--- config.mk ---
export PLATFORM = sky130hd
export DESIGN_NAME = load_store_unit
export DESIGN_NICKNAME = d
export VERILOG_FILES = /design/src/rtl/lsu_pkg.sv /design/src/rtl/lsu_align.sv /design/src/rtl/load_store_unit.sv
export SDC_FILE = /design/constraint.sdc
export NUM_CORES = 1
export LEC_CHECK = 0
export ABC_AREA = 1
export BUFFER_PORTS_ARGS = -buffer_cell sky130_fd_sc_hd__clkbuf_2
export CAP_MARGIN = 40
export CORE_AREA = 5 5 149 94
export DETAILED_ROUTE_END_ITERATION = 8
export DIE_AREA = 0 0 154 99
export PLACE_DENSITY = 0.75
export SLEW_MARGIN = 20
export SYNTH_ARGS = -nofsm -noshare
export SYNTH_HDL_FRONTEND = slang
export SYNTH_SLANG_ARGS = --single-unit
--- constraint.sdc ---
create_clock -name clk -period 3 [get_ports clk]
set_input_delay 0.15 -clock clk [delete_from_list [all_inputs] [get_ports clk]]
set_output_delay 0.15 -clock clk [all_outputs]
set_load 0.05 [all_outputs]
--- src/rtl/lsu_pkg.sv ---
// Shared types and constants for the load/store unit: FSM states, RV32I
// width codes and byte-strobe patterns.
package lsu_pkg;

  typedef enum logic [1:0] {
    ST_IDLE = 2'd0,
    ST_WAIT = 2'd1,
    ST_RESP = 2'd2
  } lsu_state_e;

  localparam logic [2:0] F3_B  = 3'b000;
  localparam logic [2:0] F3_H  = 3'b001;
  localparam logic [2:0] F3_W  = 3'b010;
  localparam logic [2:0] F3_BU = 3'b100;
  localparam logic [2:0] F3_HU = 3'b101;

  localparam logic [3:0] STRB_NONE = 4'b0000;
  localparam logic [3:0] STRB_B    = 4'b0001;
  localparam logic [3:0] STRB_H    = 4'b0011;
  localparam logic [3:0] STRB_W    = 4'b1111;

endpackage

--- src/rtl/lsu_align.sv ---
// Combinational byte-lane logic: store data/strobe placement, load
// extract/extend, and the funct3 legality plus alignment check.
module lsu_align
  import lsu_pkg::*;
(
  input  logic        is_store,
  input  logic [2:0]  funct3,
  input  logic [1:0]  off,
  input  logic [31:0] wdata,
  input  logic [31:0] rword,
  output logic [3:0]  wstrb,
  output logic [31:0] wlanes,
  output logic [31:0] ldata,
  output logic        misaligned
);

  localparam int NUM_LANES = 4;

  logic [NUM_LANES-1:0][7:0] wl;
  logic [NUM_LANES-1:0][7:0] rl;
  logic [7:0]                rb;
  logic [15:0]               rh;

  assign rl     = rword;
  assign wlanes = wl;

  // Narrow stores replicate across every lane so the strobe alone picks the target.
  for (genvar i = 0; i < NUM_LANES; i++) begin : g_lane
    assign wl[i] = (funct3 == F3_B) ? wdata[7:0] :
                   (funct3 == F3_H) ? wdata[8*(i%2) +: 8] :
                                      wdata[8*i +: 8];
  end

  assign rb = rl[off];
  assign rh = off[1] ? rword[31:16] : rword[15:0];

  always_comb begin
    misaligned = 1'b0;
    ldata      = 32'd0;
    wstrb      = STRB_NONE;
    case (funct3)
      F3_B: begin
        ldata = {{24{rb[7]}}, rb};
        wstrb = STRB_B << off;
      end
      F3_H: begin
        misaligned = off[0];
        ldata      = {{16{rh[15]}}, rh};
        wstrb      = STRB_H << off;
      end
      F3_W: begin
        misaligned = |off;
        ldata      = rword;
        wstrb      = STRB_W;
      end
      F3_BU: begin
        misaligned = is_store;
        ldata      = {24'd0, rb};
      end
      F3_HU: begin
        misaligned = is_store | off[0];
        ldata      = {16'd0, rh};
      end
      default: misaligned = 1'b1;
    endcase
    if (!is_store) wstrb = STRB_NONE;
  end

endmodule

--- src/rtl/load_store_unit.sv ---
// Data-memory access stage: one load or store per start on a req/ack bus.
// Define LSU_TIMEOUT_EN to abort a WAIT that outlasts TIMEOUT_CYCLES with err_bus.
module load_store_unit
  import lsu_pkg::*;
#(
  parameter int ADDR_W         = 32,
  parameter int TIMEOUT_CYCLES = 16
) (
  input  logic              clk,
  input  logic              rst,
  input  logic              start,
  input  logic              is_store,
  input  logic [2:0]        funct3,
  input  logic [ADDR_W-1:0] addr,
  input  logic [31:0]       wdata,
  output logic              busy,
  output logic              done,
  output logic [31:0]       rdata,
  output logic              err_misaligned,
  output logic              err_bus,
  output logic              mem_req,
  output logic              mem_we,
  output logic [ADDR_W-1:0] mem_addr,
  output logic [3:0]        mem_wstrb,
  output logic [31:0]       mem_wdata,
  input  logic [31:0]       mem_rdata,
  input  logic              mem_ack
);

  lsu_state_e  state;
  logic        lat_store;
  logic [2:0]  lat_f3;
  logic [1:0]  lat_off;

  logic        use_live;
  logic        al_store;
  logic [2:0]  al_f3;
  logic [1:0]  al_off;
  logic [3:0]  al_wstrb;
  logic [31:0] al_wlanes;
  logic [31:0] al_ldata;
  logic        al_bad;

  // Aligner sees the live request in IDLE and the latched one afterwards.
  assign use_live = (state == ST_IDLE);
  assign al_store = use_live ? is_store   : lat_store;
  assign al_f3    = use_live ? funct3     : lat_f3;
  assign al_off   = use_live ? addr[1:0]  : lat_off;

  lsu_align u_align (
    .is_store   (al_store),
    .funct3     (al_f3),
    .off        (al_off),
    .wdata      (wdata),
    .rword      (mem_rdata),
    .wstrb      (al_wstrb),
    .wlanes     (al_wlanes),
    .ldata      (al_ldata),
    .misaligned (al_bad)
  );

  assign done = (state == ST_RESP);
  assign busy = !rst && (((state == ST_IDLE) && start) || (state == ST_WAIT));

`ifdef LSU_TIMEOUT_EN
  localparam int TO_W = $clog2(TIMEOUT_CYCLES + 1);
  logic [TO_W-1:0] to_cnt;
  logic            to_hit;
  assign to_hit = (to_cnt == TO_W'(TIMEOUT_CYCLES - 1));
`else
  assign err_bus = 1'b0;
`endif

  always_ff @(posedge clk or posedge rst) begin
    if (rst) begin
      state          <= ST_IDLE;
      lat_store      <= 1'b0;
      lat_f3         <= 3'd0;
      lat_off        <= 2'd0;
      rdata          <= 32'd0;
      err_misaligned <= 1'b0;
      mem_req        <= 1'b0;
      mem_we         <= 1'b0;
      mem_addr       <= '0;
      mem_wstrb      <= 4'd0;
      mem_wdata      <= 32'd0;
`ifdef LSU_TIMEOUT_EN
      err_bus        <= 1'b0;
      to_cnt         <= '0;
`endif
    end else begin
      case (state)
        ST_IDLE: if (start) begin
          lat_store      <= is_store;
          lat_f3         <= funct3;
          lat_off        <= addr[1:0];
          rdata          <= 32'd0;
          err_misaligned <= al_bad;
`ifdef LSU_TIMEOUT_EN
          err_bus        <= 1'b0;
          to_cnt         <= '0;
`endif
          if (al_bad) begin
            state <= ST_RESP;
          end else begin
            state     <= ST_WAIT;
            mem_req   <= 1'b1;
            mem_we    <= is_store;
            mem_addr  <= {addr[ADDR_W-1:2], 2'b00};
            mem_wstrb <= al_wstrb;
            mem_wdata <= al_wlanes;
          end
        end
        ST_WAIT: begin
          if (mem_ack) begin
            mem_req <= 1'b0;
            rdata   <= lat_store ? 32'd0 : al_ldata;
            state   <= ST_RESP;
          end
`ifdef LSU_TIMEOUT_EN
          // An ack in the timeout cycle takes priority over the abort.
          else if (to_hit) begin
            mem_req <= 1'b0;
            err_bus <= 1'b1;
            state   <= ST_RESP;
          end else begin
            to_cnt <= to_cnt + 1'b1;
          end
`endif
        end
        ST_RESP: state <= ST_IDLE;
        default: state <= ST_IDLE;
      endcase
    end
  end

endmodule

==> results.ini, run 1 <==
[synthesis]
syn_area_mm2 = 0.005394
synth_seq_cells = 109
synth.most_common_cell = nand2_1
async_flop_share = 1.000
synth_cells = 733
yosys_most_used_dff = dfrtp_1
ys_seq_area_frac = 0.5057
synth.avg_cell_area_um2 = 7.359
synth_common_cells = nand2_1, dfrtp_1, o21ai_0
ys_types = 25
yosys.area.top_type_share = 0.5057
synth_area_leader_cell = dfrtp_1
synth_area_leaders = dfrtp_1, nand2_1, o21ai_0, inv_1, nand3_1
yosys_warnings = 0
synth_edf_count = 0

[grt]
grt_pass1_vias = 5065
grt_util_all_layers = 0.2160
antenna_found_initial = 0
grt.overflow.total = 0
grt_pass1_wl_um = 26730
grt_start_max_net_pins = 82

[layout]
nets = 1052
final_core_util = 0.5669
stdcell_area_mm2 = 0.007082
syn_to_final_growth_pct = 31.29
diodes = 0
drive_gt1_frac = 0.2718

[power]
ir_drop_mv = 0.7588
power_frac_seq = 0.274
swShare = 0.5584
p_switching_uw = 4902
internal_power_uw = 3877
power_density_mw_per_mm2 = 1240
p_comb_frac = 0.596
p_leak_uw = 0.004211
clock_power_share = 0.130

[drt]
drt_pass1_iterations = 5
first_iter_violations = 435
ant_nets = 0
drc = 0
num_vias = 5411
wl_per_cell_um = 14.58
viasPerCell = 4.818
wl_um = 16370

[die]
die_x_um = 154
start_util = 0.4318
num_rows = 32
core-area_mm2 = 0.01249
die_area_mm2 = 0.01525
io_pins = 210
die_h_um = 99

[timing]
fmax_ghz = 0.3992
fin_setup_tns_ns = 0
setup_viol = 0
fin_crit_ns = 2.505
slew_headroom = 0.5394
grt_setup_unrepaired = no
fin_ws_ns = 0.4947
finalCritPeriodShare = 0.8351
worst_pin_slew_ns = 0.6909
skew_ns = 0.01009
slew_violations = 0
hold_violations = 0

[placed_design]
place_area_mm2 = 0.006583
place_ws_ns = 0.3296
dp_hpwl_um = 12320
portBuffers = 206
gp_congestion = 0.8843

[hold_path]
holdCritStartpoint = addr[28]
hold_class = primary input to flop
holdPathStages = 3
min_to = mem_addr[28]

[setup_path]
r2r-end = state[0]
critical_path_class = flop to flop
reg2reg_slack_ns = 0.49
reg2regPathDepth = 11
crit_path_start_kind = flop
end_kind = flop
required_ns = 3.18
timing.rr.start = state[1]
cp_max_fo = 81
crit_arrival_ns = 2.69

[clock_network]
htree_levels = 3
cts_setup_buffers = 0
clock-root-buffer = clkbuf_16
path_clk_slew_ns = 0.08
cts_buffers = 9
clock-sinks = 109
cts_tree = built
worstSkewPairLatency_ns = 0.35
clock_path_buffers = 2

[job]
drv_cap = 0

[status]
status = complete, no violations

-- sequential cells by signal, summed over array words and instances, names as in the netlist --
register	cells
mem_wdata	32
rdata	32
mem_addr	30
mem_wstrb	4
lat_f3	3
lat_off	2
state	2
err_misaligned	1
lat_store	1
mem_req	1
mem_we	1
-- layout by cell type (no fill, tap or decap), types with 3 or more instances in the layout --
cell type      count
a21oi_1            9
a22oi_1            8
buf_4              7
clkbuf_16          9
clkbuf_2         206
conb_1             3
dfrtp_1          109
dlygate4sd3_1     21
inv_1             42
inv_2              6
inv_6              3
nand2_1          396
nand2_2            6
nand3_1           28
nor2_1            10
nor2_2             3
o211ai_1           8
o21ai_0           55
or2_2              5
-- cell type report --
cell class                 instances  area [um2]
tap                              170       212.7
sequential                       109        2728
timing repair buffer             239        1388
inverter                          49       187.7
fill                            1170        5410
clock inverter                     6       56.30
clock buffer                      10       229.0
multi-input combinational        540        2281
-- worst max-delay path by stage --
stage / start / to / depth (start not counted)
finish: state[1] / state[0] / 11
CTS: state[0] / state[0] / 11
global placement: state[0] / state[0] / 9
detailed placement: state[1] / state[0] / 11
global route: state[1] / state[0] / 11
floorplan: state[0] / busy / 4
-- kinds of logic (layout without fill, tap and decap cells) --
logic type | after synthesis | count (layout) | share of synthesized area
compound gates | 82 | 82 | 0.08444
other cells | 1 | 3 | 0.0006952
buf+inv | 86 | 304 | 0.07376
flops | 109 | 109 | 0.5057
simple gates | 455 | 455 | 0.3354
-- worst max-delay path, stage by stage, from the launching register on --
cell,delay [ns]
dfrtp_1,0.44
inv_1,0.11
nand2_2,0.09
nand2_1,0.08
nand2_2,0.10
nor2_2,0.42
nand3_2,0.16
nand2_1,0.11
nand2_1,0.08
nand3_2,0.10
buf_6,0.44
o21ai_0,0.20
-- layer usage --
layer | vias to the layer above | GRT usage | wire length, um
li1 | 2694 | - | -
met1 | 2471 | 0.3312 | 7730
met2 | 229 | 0.2966 | 6851
met3 | 17 | 0.07065 | 1635
met4 | 0 | 0.04274 | 150
met5 | - | 0 | 0
-- metrics by stage --
stage	hold WS, ns	power [uW]	std cells
after floorplan	0.2573	6375	735
after global placement	0.3463	7506	1083
after detailed placement	0.2251	7612	1086
after CTS	0.001194	8802	1123
after global routing	0.009263	9424	1123
final	0.01638	8779	1123
-- power by group through the flow --
stage | registers, uW | logic, uW | clock network [uW]
floorplan | 4140 | 2230 | 0
global placement | 2420 | 5080 | 0
detailed placement | 2410 | 5210 | 0
CTS | 2400 | 5220 | 1180
global route | 2480 | 5710 | 1240
finish | 2410 | 5230 | 1140
-- what timing repair did --
| action | in CTS | in global routing |
|---|---|---|
| gates resized for setup | 0 | 1 |
| hold buffers | 21 | 0 |
| endpoints found under the hold margin | 40 | 0 |
| endpoints found under the setup margin | 0 | 1 |
Note: power is estimated with default switching activity, not from simulation.
==> run 2: changes to the inputs <==
Settings changed: CORE_AREA 5 5 149 94 to 5 5 142 90, DIE_AREA 0 0 154 99 to 0 0 147 95, PLACE_DENSITY 0.75 to 0.79.
Clock period 3 ns to 2.6 ns, I/O delays scaled along.
==> results.ini, run 2 (synthesis results as in run 1) <==
[status]
status = complete, no violations  ; unchanged

[drt]
num_vias = 5529  ; was 5411
drc = 0  ; unchanged
viasPerCell = 4.972  ; was 4.818
wl_per_cell_um = 14.93  ; was 14.58 um
wl_um = 16610  ; was 16370 um
first_iter_violations = 383  ; was 435
ant_nets = 0  ; unchanged
drt_pass1_iterations = 5  ; unchanged

[clock_network]
clock-sinks = 109  ; unchanged
cts_tree = built  ; unchanged
clock_path_buffers = 2  ; unchanged
worstSkewPairLatency_ns = 0.35  ; about the same
path_clk_slew_ns = 0.08  ; about the same
cts_buffers = 9  ; unchanged
clock-root-buffer = clkbuf_16  ; unchanged
htree_levels = 3  ; unchanged
cts-resized-gates = 0  ; unchanged

[die]
die_x_um = 147  ; was 154 um
die_h_um = 95  ; was 99 um
start_util = 0.4682  ; was 0.4318
num_rows = 31  ; was 32
die_area_mm2 = 0.01397  ; was 0.01525 mm2
io_pins = 210  ; unchanged
core-area_mm2 = 0.01152  ; was 0.01249 mm2

[timing]
finalCritPeriodShare = 0.8479  ; was 0.8351
hold_violations = 0  ; unchanged
setup_viol = 0  ; unchanged
fin_setup_tns_ns = 0  ; unchanged
grt_setup_unrepaired = no  ; unchanged
skew_ns = 0.01006  ; was 0.01009 ns
slew_headroom = 0.5712  ; was 0.5394
slew_violations = 0  ; unchanged
worst_pin_slew_ns = 0.6425  ; was 0.6909 ns
fin_crit_ns = 2.205  ; was 2.505 ns
fmax_ghz = 0.4536  ; was 0.3992 GHz

[setup_path]
cp_max_fo = 81  ; unchanged
timing.rr.start = state[1]  ; unchanged
reg2regPathDepth = 13  ; was 11
critical_path_class = flop to flop  ; unchanged
crit_path_start_kind = flop  ; unchanged
end_kind = flop  ; unchanged
r2r-end = mem_addr[9]  ; was state[0]
cp-startpoint = state[1]  ; unchanged
crit_path_end = mem_addr[9]  ; was state[0]
crit_arrival_ns = 2.49  ; was 2.69 ns
reg2reg_slack_ns = 0.40  ; was 0.49 ns
required_ns = 2.89  ; was 3.18 ns

[grt]
grt_pass1_vias = 5045  ; was 5065
antenna_found_initial = 0  ; unchanged
grt_pass1_wl_um = 26300  ; was 26730 um
grt_util_all_layers = 0.2348  ; was 0.2160
grt.overflow.total = 0  ; unchanged
grt_start_max_net_pins = 82  ; unchanged

[power]
power_frac_seq = 0.270  ; was 0.274
power_density_mw_per_mm2 = 1439  ; was 1240 mW/mm2
swShare = 0.5519  ; was 0.5584
clock_power_share = 0.140  ; was 0.130
p_switching_uw = 5704  ; was 4902 uW
ir_drop_mv = 0.9682  ; was 0.7588 mV
p_comb_frac = 0.590  ; was 0.596
internal_power_uw = 4631  ; was 3877 uW
p_leak_uw = 0.004265  ; was 0.004211 uW

[placed_design]
placed_cells = 1065  ; was 1086
portBuffers = 206  ; unchanged
dp_hpwl_um = 11700  ; was 12320 um
gp_congestion = 0.8998  ; was 0.8843

[layout]
layout.cells.non_filler = 1112  ; was 1123
multiInputGateArea_mm2 = 0.002281  ; unchanged
diodes = 0  ; unchanged
nets = 1063  ; was 1052
top_regs = mem_wdata: 32 flops, rdata: 32 flops, mem_addr: 30 flops  ; unchanged
mostFrequentLayoutCell = nand2_1  ; unchanged
syn_to_final_growth_pct = 33.15  ; was 31.29%
fill_cells = 1022  ; was 1170
drive_gt1_frac = 0.2707  ; was 0.2718
seq_area_mm2 = 0.002728  ; unchanged
final_cell_mix = nand2_1, clkbuf_2, dfrtp_1, o21ai_0, inv_1  ; unchanged

[hold_path]
hold_class = primary input to flop  ; unchanged

[job]
drv_cap = 0  ; unchanged

run 2: changes by cell type in the layout (fill, tap and decap cells not counted), sizes merged:
cell,delta
dlygate4sd3,+10
buf,+1
bufinv,+1
clkbuf,-1
clkinv,-1
clkinvlp,+1
run 2: routing by layer:
layer  GRT usage  up-vias  wire, um
met5           0        -         0
met4     0.05116        0       207
met3     0.07914       23      1880
met2      0.3347      294      6920
met1      0.3466     2491      7597
li1            -     2721         -
run 2: how the worst min path moves through the flow:
stage | end | cells past startpoint | startpoint | slack [ns]
floorplan | state[0] | 1 | mem_ack | 0.24
global placement | lat_store | 3 | rst | 0.29
detailed placement | mem_wdata[6] | 3 | rst | 0.29
CTS | lat_f3[1] | 3 | funct3[1] | 0.01
global route | lat_f3[1] | 3 | funct3[1] | 0.02
finish | lat_f3[1] | 3 | funct3[1] | 0.03
run 2: what timing repair did:
| action | in CTS | in global routing |
|---|---|---|
| hold buffers | 31 | 0 |
| hold endpoints to repair | 139 | 0 |
| setup buffers | 0 | 0 |
run 2: cell type report:
class,instances,area share
Tap cell,148,0.02578
Inverter,49,0.02613
Sequential cell,109,0.3798
Clock inverter,7,0.01272
Timing Repair Buffer,250,0.2066
Multi-Input combinational cell,540,0.3176
Clock buffer,9,0.03136
run 2: through the flow:
stage | utilization | instance area, um2 | setup WS [ns] | power (uW) | hold slack [ns]
3_3_place_gp | 0.5677 | 6540 | 0.5485 | 8717 | 0.2877
4_1_cts | 0.6234 | 7182 | 0.4182 | 10330 | 0.01036
5_1_grt | 0.6234 | 7182 | 0.1597 | 11030 | 0.02429
3_5_place_dp | 0.5690 | 6555 | 0.4293 | 8812 | 0.2903
2_1_floorplan | - | 5405 | 0.7162 | 7356 | 0.2373
6_report | 0.6234 | 7182 | 0.3954 | 10330 | 0.03005
run 2: worst max-delay path, stage by stage (launching register included):
cell,delay [ns]
dfrtp_1,0.43
inv_1,0.10
nand2_2,0.09
nand2_1,0.08
nand2_2,0.12
nor2_2,0.16
buf_4,0.20
nand3_2,0.11
nand2_1,0.09
nand2_1,0.07
nand3_2,0.12
buf_12,0.29
nand2_1,0.12
nand2_1,0.10
run 2: power by group through the flow:
stage                     clock network, uW  registers (uW)  logic [uW]
after floorplan                           0            4780        2580
after global placement                    0            2800        5920
after detailed placement                  0            2780        6040
after CTS                              1490            2780        6060
after global routing                   1540            2860        6620
final                                  1450            2790        6100
==> run 3: changes to the inputs <==
Settings changed: ABC_AREA 1 to 0.
Clock period 2.6 ns to 2.15 ns, I/O delays scaled along.
==> results.ini, run 3 <==
[synthesis]
yosys_most_used_dff = dfrtp_1  ; unchanged
async_flop_share = 1.000  ; unchanged
synth.avg_cell_area_um2 = 10.53  ; was 7.359 um2
synth_area_leader_cell = dfrtp_1  ; unchanged
yosys_warnings = 0  ; unchanged
ys_seq_area_frac = 0.5077  ; was 0.5057
synth_seq_cells = 109  ; unchanged
ys_types = 57  ; was 25
synth_area_leaders = dfrtp_1, mux2_1, a21oi_1, nand2_1, a22oi_1  ; was dfrtp_1, nand2_1, o21ai_0, inv_1, nand3_1
synth.most_common_cell = dfrtp_1  ; was nand2_1
synth_edf_count = 0  ; unchanged
synth_common_cells = dfrtp_1, a21oi_1, mux2_1, nand2_1, nand3_1  ; was nand2_1, dfrtp_1, o21ai_0
syn_area_mm2 = 0.005373  ; was 0.005394 mm2
synth_cells = 510  ; was 733
yosys.area.top_type_share = 0.5077  ; was 0.5057

[layout]
top_regs = mem_wdata: 32 flops, rdata: 32 flops, mem_addr: 30 flops  ; unchanged
drive_gt1_frac = 0.3959  ; was 0.2707
fill_cells = 843  ; was 1022
mostFrequentLayoutCell = clkbuf_2  ; was nand2_1
nets = 877  ; was 1063
final_core_util = 0.6703  ; was 0.6234
layout.cells.non_filler = 926  ; was 1112
syn_to_final_growth_pct = 43.71  ; was 33.15%
stdcell_area_mm2 = 0.007721  ; was 0.007182 mm2
diodes = 0  ; unchanged
final_cell_mix = clkbuf_2, dfrtp_1, mux2_1, a21oi_1, nand2_1  ; was nand2_1, clkbuf_2, dfrtp_1, o21ai_0, inv_1

[clock_network]
htree_levels = 3  ; unchanged
worstSkewPairLatency_ns = 0.35  ; about the same
cts_tree = built  ; unchanged
clock-root-buffer = clkbuf_16  ; unchanged
clock_path_buffers = 2  ; unchanged
path_clk_slew_ns = 0.07  ; was 0.08 ns
clock-sinks = 109  ; unchanged
cts_buffers = 9  ; unchanged

[grt]
grt.overflow.total = 0  ; unchanged
grt_pass1_vias = 5230  ; was 5045
grt_start_max_net_pins = 77  ; was 82
grt_util_all_layers = 0.2518  ; was 0.2348
grt_pass1_wl_um = 28030  ; was 26300 um
antenna_found_initial = 0  ; unchanged

[hold_path]
hold_class = primary input to flop  ; unchanged

[die]
num_rows = 31  ; unchanged
die_h_um = 95  ; unchanged
io_pins = 210  ; unchanged
die_x_um = 147  ; unchanged
core-area_mm2 = 0.01152  ; unchanged
die_area_mm2 = 0.01397  ; unchanged
start_util = 0.4664  ; was 0.4682

[setup_path]
slowest_stage = or3b_2  ; was dfrtp_1
end_kind = flop  ; unchanged
crit_path_start_kind = flop  ; unchanged
cp_max_fo = 16  ; was 81
required_ns = 2.37  ; was 2.89 ns
critical-path-top-delay-family = simple AND/OR/NAND/NOR gates  ; unchanged
critical_path_class = flop to flop  ; unchanged
crit_path_cell_trace = buf_4 > or3b_2 > and3_1 > a211o_1 > nand4b_1 > buf_12 > nand3_1  ; was inv_1 > nand2_2 > nand2_1 > nand2_2 > nor2_2 > buf_4 > nand3_2 > nand2_1 > nand2_1 > nand3_2 > buf_12 > nand2_1 > nand2_1
timing.critical_path.slowest_cell_delay_ns = 0.53  ; was 0.43 ns
crit_arrival_ns = 2.39  ; was 2.49 ns
cp_num_buf_inv = 2  ; was 3

[placed_design]
dp_hpwl_um = 13100  ; was 11700 um
placed_cells = 869  ; was 1065
place_area_mm2 = 0.006843  ; was 0.006555 mm2
gp_congestion = 0.9115  ; was 0.8998
portBuffers = 206  ; unchanged

[drt]
wl_um = 18420  ; was 16610 um
drc = 0  ; unchanged
first_iter_violations = 611  ; was 383
drt_pass1_iterations = 8  ; was 5
viasPerCell = 5.838  ; was 4.972
ant_nets = 0  ; unchanged
wl_per_cell_um = 19.89  ; was 14.93 um
num_vias = 5406  ; was 5529

[timing]
skew_ns = 0.007525  ; was 0.01006 ns
fin_crit_ns = 2.170  ; was 2.205 ns
setup_viol = 6  ; was 0
hold_slack_ns = 0.01066  ; was 0.03005 ns
finalCritPeriodShare = 1.009  ; was 0.8479
grt_setup_unrepaired = yes  ; was no
slew_violations = 0  ; unchanged
fmax_ghz = 0.4609  ; was 0.4536 GHz
fin_ws_ns = -0.01956  ; was 0.3954 ns
hold_violations = 0  ; unchanged

[power]
ir_drop_mv = 1.173  ; was 0.9682 mV
p_leak_uw = 0.003805  ; was 0.004265 uW
power_density_mw_per_mm2 = 1664  ; was 1439 mW/mm2

[status]
status = finished, violations left  ; was complete, no violations
violations = negative setup slack

[job]
drv_cap = 0  ; unchanged

==> run 3: cell count changes after synthesis, moves of 10 or more <==
cell | before | now
nand2_1 | 396 | 41
mux2_1 | 0 | 41
a21oi_1 | 9 | 41
o21ai_0 | 55 | 23
inv_1 | 43 | 20
clkbuf_1 | 10 | 21
a22oi_1 | 8 | 18
mux2i_1 | 0 | 10
==> run 3: cell families after synthesis <==
logic type | count (synthesis) | share of synthesized area
mux | 57 | 0.1176
other cells | 1 | 0.0006980
buf+inv | 63 | 0.04984
simple gates | 113 | 0.1025
compound gates | 167 | 0.2217
flops | 109 | 0.5077
==> run 3: repair_timing <==
| item | CTS | global route |
|---|---|---|
| gates cloned | 0 | 1 |
| pin swaps | 1 | 9 |
| endpoints found under the setup margin | 99 | 98 |
| resized for setup | 10 | 31 |
| hold endpoints to repair | 144 | 0 |
| setup buffers | 3 | 1 |
| hold buffers | 36 | 0 |
==> run 3: cell type report <==
type / count / area [um2] / area share
Clock buffer: 10 / 239.0 / 0.03095
Clock inverter: 6 / 51.30 / 0.006644
Inverter: 21 / 82.58 / 0.01070
Multi-Input combinational cell: 340 / 2536 / 0.3285
Sequential cell: 109 / 2730 / 0.3536
Tap cell: 148 / 185.2 / 0.02398
Timing Repair Buffer: 292 / 1897 / 0.2457
==> run 3: where the power goes <==
group	internal, uW	switching, uW	total, uW
Combinational	2390	5420	7800
Sequential	2880	537	3410
Clock	840	794	1630
Total	6110	6750	12900
==> run 3: per-layer routing <==
layer  global-route usage  routed length, um
met4              0.06047                318
met3              0.05132               1691
met5                    0                  0
met2               0.4002               8794
met1               0.3582               7613
==> run 3: metrics by stage <==
step	setup slack, ns	power (uW)	TNS (ns)
after detailed placement	-0.1801	10680	-9.806
after CTS	0.002370	12530	0
after floorplan	0.05480	8562	0
after global placement	-0.1126	10460	-4.696
after global routing	-0.08242	13480	-2.161
final	-0.01956	12850	-0.06422
==> run 3: path summary, 6_finish.rpt <==
path / start / to / slack, ns / cells after the start
worst max-delay path: state[0] / rdata[20] / -0.02 / 7
worst min-delay path: addr[25] / mem_addr[25] / 0.01 / 2
max in group asynchronous: rst / state[1] / 1.33 / 4
worst max register to register: state[0] / rdata[20] / -0.02 / 7
worst min register to register: mem_addr[22] / mem_addr[22] / 0.49 / 1
min in group asynchronous: rst / mem_addr[17] / 0.44 / 4
